### src/rtl/uart_pkg.sv
// rtl/uart_pkg.sv - shared types, register addresses and parity helper for the UART transmitter
package uart_pkg;

    typedef enum logic [2:0] {
        IDLE,
        START,
        DATA,
        PARITY,
        STOP
    } tx_state_t;

    localparam logic [1:0] ADDR_DATA   = 2'd0;
    localparam logic [1:0] ADDR_STATUS = 2'd1;

    // Callers zero-extend shorter characters so unused high bits do not disturb the XOR.
    function automatic logic parity_calc(input logic [7:0] data, input logic odd);
        return (^data) ^ odd;
    endfunction

endpackage

### src/rtl/sync_fifo.sv
// rtl/sync_fifo.sv - synchronous FIFO with occupancy counter; push while full is accepted alongside a pop
module sync_fifo #(
    parameter int WIDTH = 8,
    parameter int DEPTH = 4
) (
    input  logic                     clk,
    input  logic                     rst,
    input  logic                     push,
    input  logic                     pop,
    input  logic [WIDTH-1:0]         wdata,
    output logic [WIDTH-1:0]         rdata,
    output logic                     full,
    output logic                     empty,
    output logic [$clog2(DEPTH):0]   level
);

    localparam int AW = $clog2(DEPTH);

    logic [WIDTH-1:0] mem [DEPTH];
    logic [AW-1:0]    wr_ptr;
    logic [AW-1:0]    rd_ptr;
    logic             do_push;
    logic             do_pop;

    assign empty   = (level == '0);
    assign full    = (level == (AW+1)'(DEPTH));
    assign do_pop  = pop & ~empty;
    assign do_push = push & (~full | do_pop);
    assign rdata   = mem[rd_ptr];

    always_ff @(posedge clk) begin
        if (do_push) begin
            mem[wr_ptr] <= wdata;
        end
    end

    // Pointers are exactly AW bits wide, so they wrap modulo DEPTH on their own.
    always_ff @(posedge clk) begin
        if (rst) begin
            wr_ptr <= '0;
            rd_ptr <= '0;
            level  <= '0;
        end else begin
            if (do_push) begin
                wr_ptr <= wr_ptr + AW'(1);
            end
            if (do_pop) begin
                rd_ptr <= rd_ptr + AW'(1);
            end
            level <= level + (AW+1)'(do_push) - (AW+1)'(do_pop);
        end
    end

endmodule

### src/rtl/uart_tx_fifo.sv
// rtl/uart_tx_fifo.sv - bus-attached UART transmitter with transmit FIFO, optional parity and 1/2 stop bits
module uart_tx_fifo
    import uart_pkg::*;
#(
    parameter int DATA_BITS  = 8,
    parameter int FIFO_DEPTH = 4,
    parameter int PARITY_EN  = 0,
    parameter int PARITY_ODD = 0,
    parameter int STOP_BITS  = 1
) (
    input  logic                          clk,
    input  logic                          rst,
    input  logic                          brg_full,
    input  logic                          iocs,
    input  logic                          iorw,
    input  logic [1:0]                    ioaddr,
    input  logic [7:0]                    databus,
    output logic                          tbr,
    output logic                          tx_empty,
    output logic                          tx_ovr,
    output logic [$clog2(FIFO_DEPTH):0]   tx_level,
    output logic                          txd
);

    logic                 push;
    logic                 pop;
    logic                 ovr_set;
    logic                 ovr_clr;
    logic                 fifo_full;
    logic                 fifo_empty;
    logic [DATA_BITS-1:0] fifo_head;

    tx_state_t            state;
    tx_state_t            state_next;
    logic [DATA_BITS-1:0] shreg;
    logic [DATA_BITS-1:0] shreg_next;
    logic [DATA_BITS-1:0] char_q;
    logic [DATA_BITS-1:0] char_next;
    logic [2:0]           bit_cnt;
    logic [2:0]           bit_cnt_next;
    logic                 stop_cnt;
    logic                 stop_cnt_next;
    logic                 load;
    logic                 txd_next;

    assign push    = iocs & ~iorw & (ioaddr == ADDR_DATA);
    assign ovr_clr = iocs & ~iorw & (ioaddr == ADDR_STATUS);
    assign ovr_set = push & fifo_full & ~pop;

    sync_fifo #(
        .WIDTH (DATA_BITS),
        .DEPTH (FIFO_DEPTH)
    ) u_fifo (
        .clk   (clk),
        .rst   (rst),
        .push  (push),
        .pop   (pop),
        .wdata (databus[DATA_BITS-1:0]),
        .rdata (fifo_head),
        .full  (fifo_full),
        .empty (fifo_empty),
        .level (tx_level)
    );

    assign tbr      = ~fifo_full;
    assign tx_empty = fifo_empty & (state == IDLE);

    always_comb begin
        state_next    = state;
        shreg_next    = shreg;
        char_next     = char_q;
        bit_cnt_next  = bit_cnt;
        stop_cnt_next = stop_cnt;
        load          = 1'b0;
        pop           = 1'b0;
        if (brg_full) begin
            case (state)
                IDLE:   load = 1'b1;
                START: begin
                    state_next   = DATA;
                    bit_cnt_next = '0;
                end
                DATA: begin
                    shreg_next = shreg >> 1;
                    if (bit_cnt == 3'(DATA_BITS - 1)) begin
                        state_next    = (PARITY_EN != 0) ? PARITY : STOP;
                        stop_cnt_next = 1'b0;
                    end else begin
                        bit_cnt_next = bit_cnt + 3'd1;
                    end
                end
                PARITY: begin
                    state_next    = STOP;
                    stop_cnt_next = 1'b0;
                end
                STOP: begin
                    if (stop_cnt == 1'(STOP_BITS - 1)) begin
                        load = 1'b1;
                    end else begin
                        stop_cnt_next = 1'b1;
                    end
                end
                default: state_next = IDLE;
            endcase
        end
        // End of a stop interval (or an idle tick) chains straight into the next queued character.
        if (load) begin
            state_next = IDLE;
            if (!fifo_empty) begin
                pop        = 1'b1;
                shreg_next = fifo_head;
                char_next  = fifo_head;
                state_next = START;
            end
        end
        case (state_next)
            START:   txd_next = 1'b0;
            DATA:    txd_next = shreg_next[0];
            PARITY:  txd_next = parity_calc(8'(char_q), 1'(PARITY_ODD));
            default: txd_next = 1'b1;
        endcase
    end

    always_ff @(posedge clk) begin
        if (rst) begin
            state    <= IDLE;
            shreg    <= '0;
            char_q   <= '0;
            bit_cnt  <= '0;
            stop_cnt <= 1'b0;
            txd      <= 1'b1;
            tx_ovr   <= 1'b0;
        end else begin
            state    <= state_next;
            shreg    <= shreg_next;
            char_q   <= char_next;
            bit_cnt  <= bit_cnt_next;
            stop_cnt <= stop_cnt_next;
            txd      <= txd_next;
            if (ovr_set) begin
                tx_ovr <= 1'b1;
            end else if (ovr_clr) begin
                tx_ovr <= 1'b0;
            end
        end
    end

endmodule

### config.mk
export PLATFORM = sky130hd
export DESIGN_NAME = uart_tx_fifo
export DESIGN_NICKNAME = d
export VERILOG_FILES = /design/src/rtl/uart_pkg.sv /design/src/rtl/sync_fifo.sv /design/src/rtl/uart_tx_fifo.sv
export SDC_FILE = /design/constraint.sdc
export NUM_CORES = 1
export LEC_CHECK = 0
export CELL_PAD_IN_SITES_DETAIL_PLACEMENT = 2
export CELL_PAD_IN_SITES_GLOBAL_PLACEMENT = 2
export CORE_MARGIN = 1
export CORE_UTILIZATION = 40
export DETAILED_ROUTE_END_ITERATION = 8
export PLACE_DENSITY_LB_ADDON = 0.1
export SKIP_CTS_REPAIR_TIMING = 1
export SLEW_MARGIN = 20
export SYNTH_ARGS = -nofsm -noshare
export SYNTH_HDL_FRONTEND = slang
export SYNTH_HIERARCHICAL = 1
export SYNTH_SLANG_ARGS = --single-unit
### constraint.sdc
create_clock -name clk -period 3.3 [get_ports clk]
set_input_delay 0.495 -clock clk [delete_from_list [all_inputs] [get_ports clk]]
set_output_delay 0.495 -clock clk [all_outputs]
set_load 0.01 [all_outputs]
==> results of run 1 <==
==> tightest hold or removal path, cell delays in order (launching register included) <==
cell and delay (ns):
dfxtp_1 0.33, nand2_1 0.06, a21oi_1 0.05
==> sequential cells by signal, summed over array words and instances (netlist names), named ones only <==
name,flops
state,3
u_fifo/level,3
bit_cnt,3
char_q,8
u_fifo/rd_ptr,2
shreg,8
u_fifo/mem,32
tx_ovr,1
u_fifo/wr_ptr,2
txd,1
==> layout by cell type, fill, tap and decap left out, types with 3 or more instances in the layout <==
cell type | netlist | final
clkinvlp_4 | 0 | 4
nor2b_1 | 5 | 5
xnor2_1 | 7 | 7
dfxtp_1 | 33 | 33
a311oi_2 | 5 | 5
clkbuf_8 | 0 | 9
ha_1 | 7 | 7
buf_4 | 0 | 3
clkdlybuf4s50_1 | 0 | 21
a21oi_1 | 10 | 10
mux4_2 | 8 | 8
inv_1 | 6 | 6
and2_2 | 4 | 4
xor2_1 | 4 | 4
edfxtp_1 | 32 | 32
nand2_1 | 29 | 29
nor2_1 | 20 | 20
==> layout make-up <==
class | instances | area, um2
clock buffer | 9 | 124
clock inverter | 7 | 77.6
fill | 641 | 3500
inverter | 7 | 38.8
multi-input combinational | 135 | 1060
sequential | 65 | 1620
tap | 80 | 100
timing repair buffer | 24 | 233
==> through the flow <==
stage          instance area (um2)  hold WS (ns)  power (mW)  instances  setup slack, ns
2_1_floorplan                 2790         0.448       0.960        217            0.740
3_3_place_gp                  3060         0.455        1.00        311            0.159
3_5_place_dp                  3060         0.474        1.01        311           0.0896
4_1_cts                       3260         0.484        1.70        327            0.441
5_1_grt                       3260         0.497        1.75        327            0.288
6_report                      3260         0.479        1.69        327            0.428
==> kinds of logic after synthesis <==
kind of cell    Yosys count
compound gates           30
buf+inv                  17
flops                    65
mux                      12
xor+xnor                 11
fa+ha+maj                 8
simple gates             74
==> layer usage <==
| metal | up-vias | GRT usage [%] |
|---|---|---|
| met4 | 0 | 7.27 |
| li1 | 824 | - |
| met1 | 838 | 22.3 |
| met5 | - | 0 |
| met2 | 32 | 31.3 |
| met3 | 8 | 4.96 |
==> final timing paths <==
kind / startpoint / to / slack (ns)
setup / recovery: brg_full / u_fifo/level[2]$_SDFF_PP0_ / 0.43
setup reg to reg: u_fifo/level[1]$_SDFF_PP0_ / u_fifo/level[2]$_SDFF_PP0_ / 0.48
hold / removal: char_q[4]$_SDFFE_PP0P_ / char_q[4]$_SDFFE_PP0P_ / 0.48
hold reg to reg: char_q[4]$_SDFFE_PP0P_ / char_q[4]$_SDFFE_PP0P_ / 0.48
==> power breakdown <==
group / internal (mW) / total (mW) / switching, mW / leakage [nW]
registers: 0.861 / 0.874 / 0.0129 / 0.555
clock network: 0.354 / 0.697 / 0.343 / 0.0885
logic: 0.0572 / 0.115 / 0.0580 / 0.460
==> metrics.md, run 1 <==
| Metric | Value |
|---|---|
| Status | `finished clean` |
| Effective utilization at floorplan | `41.3%` |
| Setup repair after global routing missed its margin | `false` |
| Synth top area share | `34.5%` |
| CP Cell Sequence | `clkdlybuf4s50_1, inv_1, or4_1, clkinv_8, o31ai_2, a21bo_2, ha_1, fa_1, xnor2_1, xnor2_1, nor2_1` |
| Slew Limit Fails | `0` |
| Die Y | `85.5 um` |
| Slew HR | `63.8%` |
| Gp weighted congestion | `0.736` |
| # diodes | `0` |
| WP data required | `3.51 ns` |
| Top layer in use | `met4` |
| Metal2 WL | `2.97 mm` |
| Levels on crit path | `11` |
| H-tree depth | `3` |
| Clock Tree Buf Depth | `2` |
| HP Class | `register to register` |
| Most common cell on crit path | `xnor2_1` |
| Area of the die | `0.00731 mm2` |
| Arrival @ worst endpoint | `3.08 ns` |
| Synth top cells by count | `33 x dfxtp_1, 32 x edfxtp_1, 29 x nand2_1` |
| Worst IR Drop VDD | `0.346 mV` |
| Fin nets | `265` |
| Initial drt markers | `89` |
| Drt first pass iters | `6` |
| Critical-path cell with the highest stage delay | `or4_1` |
| Ys Warns | `6` |
| DR DRC count | `0` |
| Fraction of layout cells with a size suffix above 1 | `18.6%` |
| Final period utilization | `87.0%` |
| Compound-gate portion of the synthesized area | `9.38%` |
| Top area cells in the synthesized netlist | `edfxtp_1 34%, dfxtp_1 24%, mux4_2 6.5%` |
| XOR/XNOR Fraction of Synth Area | `3.46%` |
| Hold Path Stages | `2` |
| GRT Total Usage | `18.5%` |
| Area leader, netlist | `edfxtp_1` |
| Number of synthesized flops with an enable pin | `32` |
| Mux contribution to synthesized area | `8.12%` |
| Seq/Total Area, Yosys | `58.2%` |
| CTS Sinks | `65` |
| Met3 Routed Length | `273 um` |
| Synth Instances | `217` |
| CTS buffer count | `9` |
| Cell Area, Synth | `0.00279 mm2` |
| CTS root buffer | `clkbuf_8` |
| Initial antenna violation count | `0` |
| Power density over the cells | `517 mW/mm2` |
| Vias in the first global route | `1922` |
| Pin count of the biggest net entering global routing | `25` |
| Num rows | `30` |
| Fmax | `0.348 GHz` |
| Worst Tran Pin Value | `0.542 ns` |
| Reg clk slew, reported paths | `0.08 ns` |
| Via count | `1702` |
| Avg Cell Area, Syn | `12.8 um2` |
| Per-cell routed wire length | `18.0 um` |
| Antenna Violating Nets Remaining | `0` |
| Crit-path max cell delay | `0.65 ns` |
| Grt ovf | `0` |
| Syn Nets | `240` |
| Core area | `0.00676 mm2` |
| Crit path buffers/inverters | `3` |
| Syn-to-layout area delta | `16.9%` |
| Worst-case clock skew | `0.00766 ns` |
| CP endpoint kind | `register` |
| Synth cell types | `48` |
| Worst-path fanout max | `12` |
| Post-Route M1 WL | `2.58 mm` |
| First-pass GRT wire length | `9.87 mm` |
| Finished Core Util | `48.2%` |
| Synthesized flop and latch total | `65` |
| Chip Width | `85.5 um` |
| Worst skew pair latency | `0.34 ns` |
| P_leak | `1.10 nW` |
| CP startpoint kind | `input port` |
| Final min period | `2.87 ns` |
| IO Port Bufs | `21` |
| Adder and majority gate portion of the synthesized area | `3.86%` |
| Main combinational cell family by area after synthesis | `simple AND/OR/NAND/NOR gates` |
| Post-DP HPWL | `4.08 mm` |
| Reg2Reg Depth | `11` |
| Final hold viol count | `0` |
| Synth Flop Type | `dfxtp_1` |
| Post-Synth Simple-Gate Area | `13.4%` |
| Vias per inst | `5.20` |
| TritonCTS clock tree | `done` |
| Setup TNS | `0 ns` |
| CP delay by family, top | `simple AND/OR/NAND/NOR gates` |
| Post-synth ARST share | `0%` |
| Count leader, synth | `dfxtp_1` |
| Final setup viols | `0` |
| Type of the worst setup path | `input port to register` |
| Max-Cap Viols | `0` |
| IO Count | `22` |
| Routed wire length | `5.90 mm` |
Note: power is estimated with default switching activity, not from simulation.
==> inputs of run 2 (changes only) <==
--- a/config.mk
+++ b/config.mk
@@ -5,6 +5,7 @@
 export SDC_FILE = /design/constraint.sdc
 export NUM_CORES = 1
 export LEC_CHECK = 0
+export CAP_MARGIN = 20
 export CELL_PAD_IN_SITES_DETAIL_PLACEMENT = 2
 export CELL_PAD_IN_SITES_GLOBAL_PLACEMENT = 2
 export CORE_MARGIN = 1
==> results of run 2 <==
No change in the layout: final DEF, timing and power equal those of run 1.
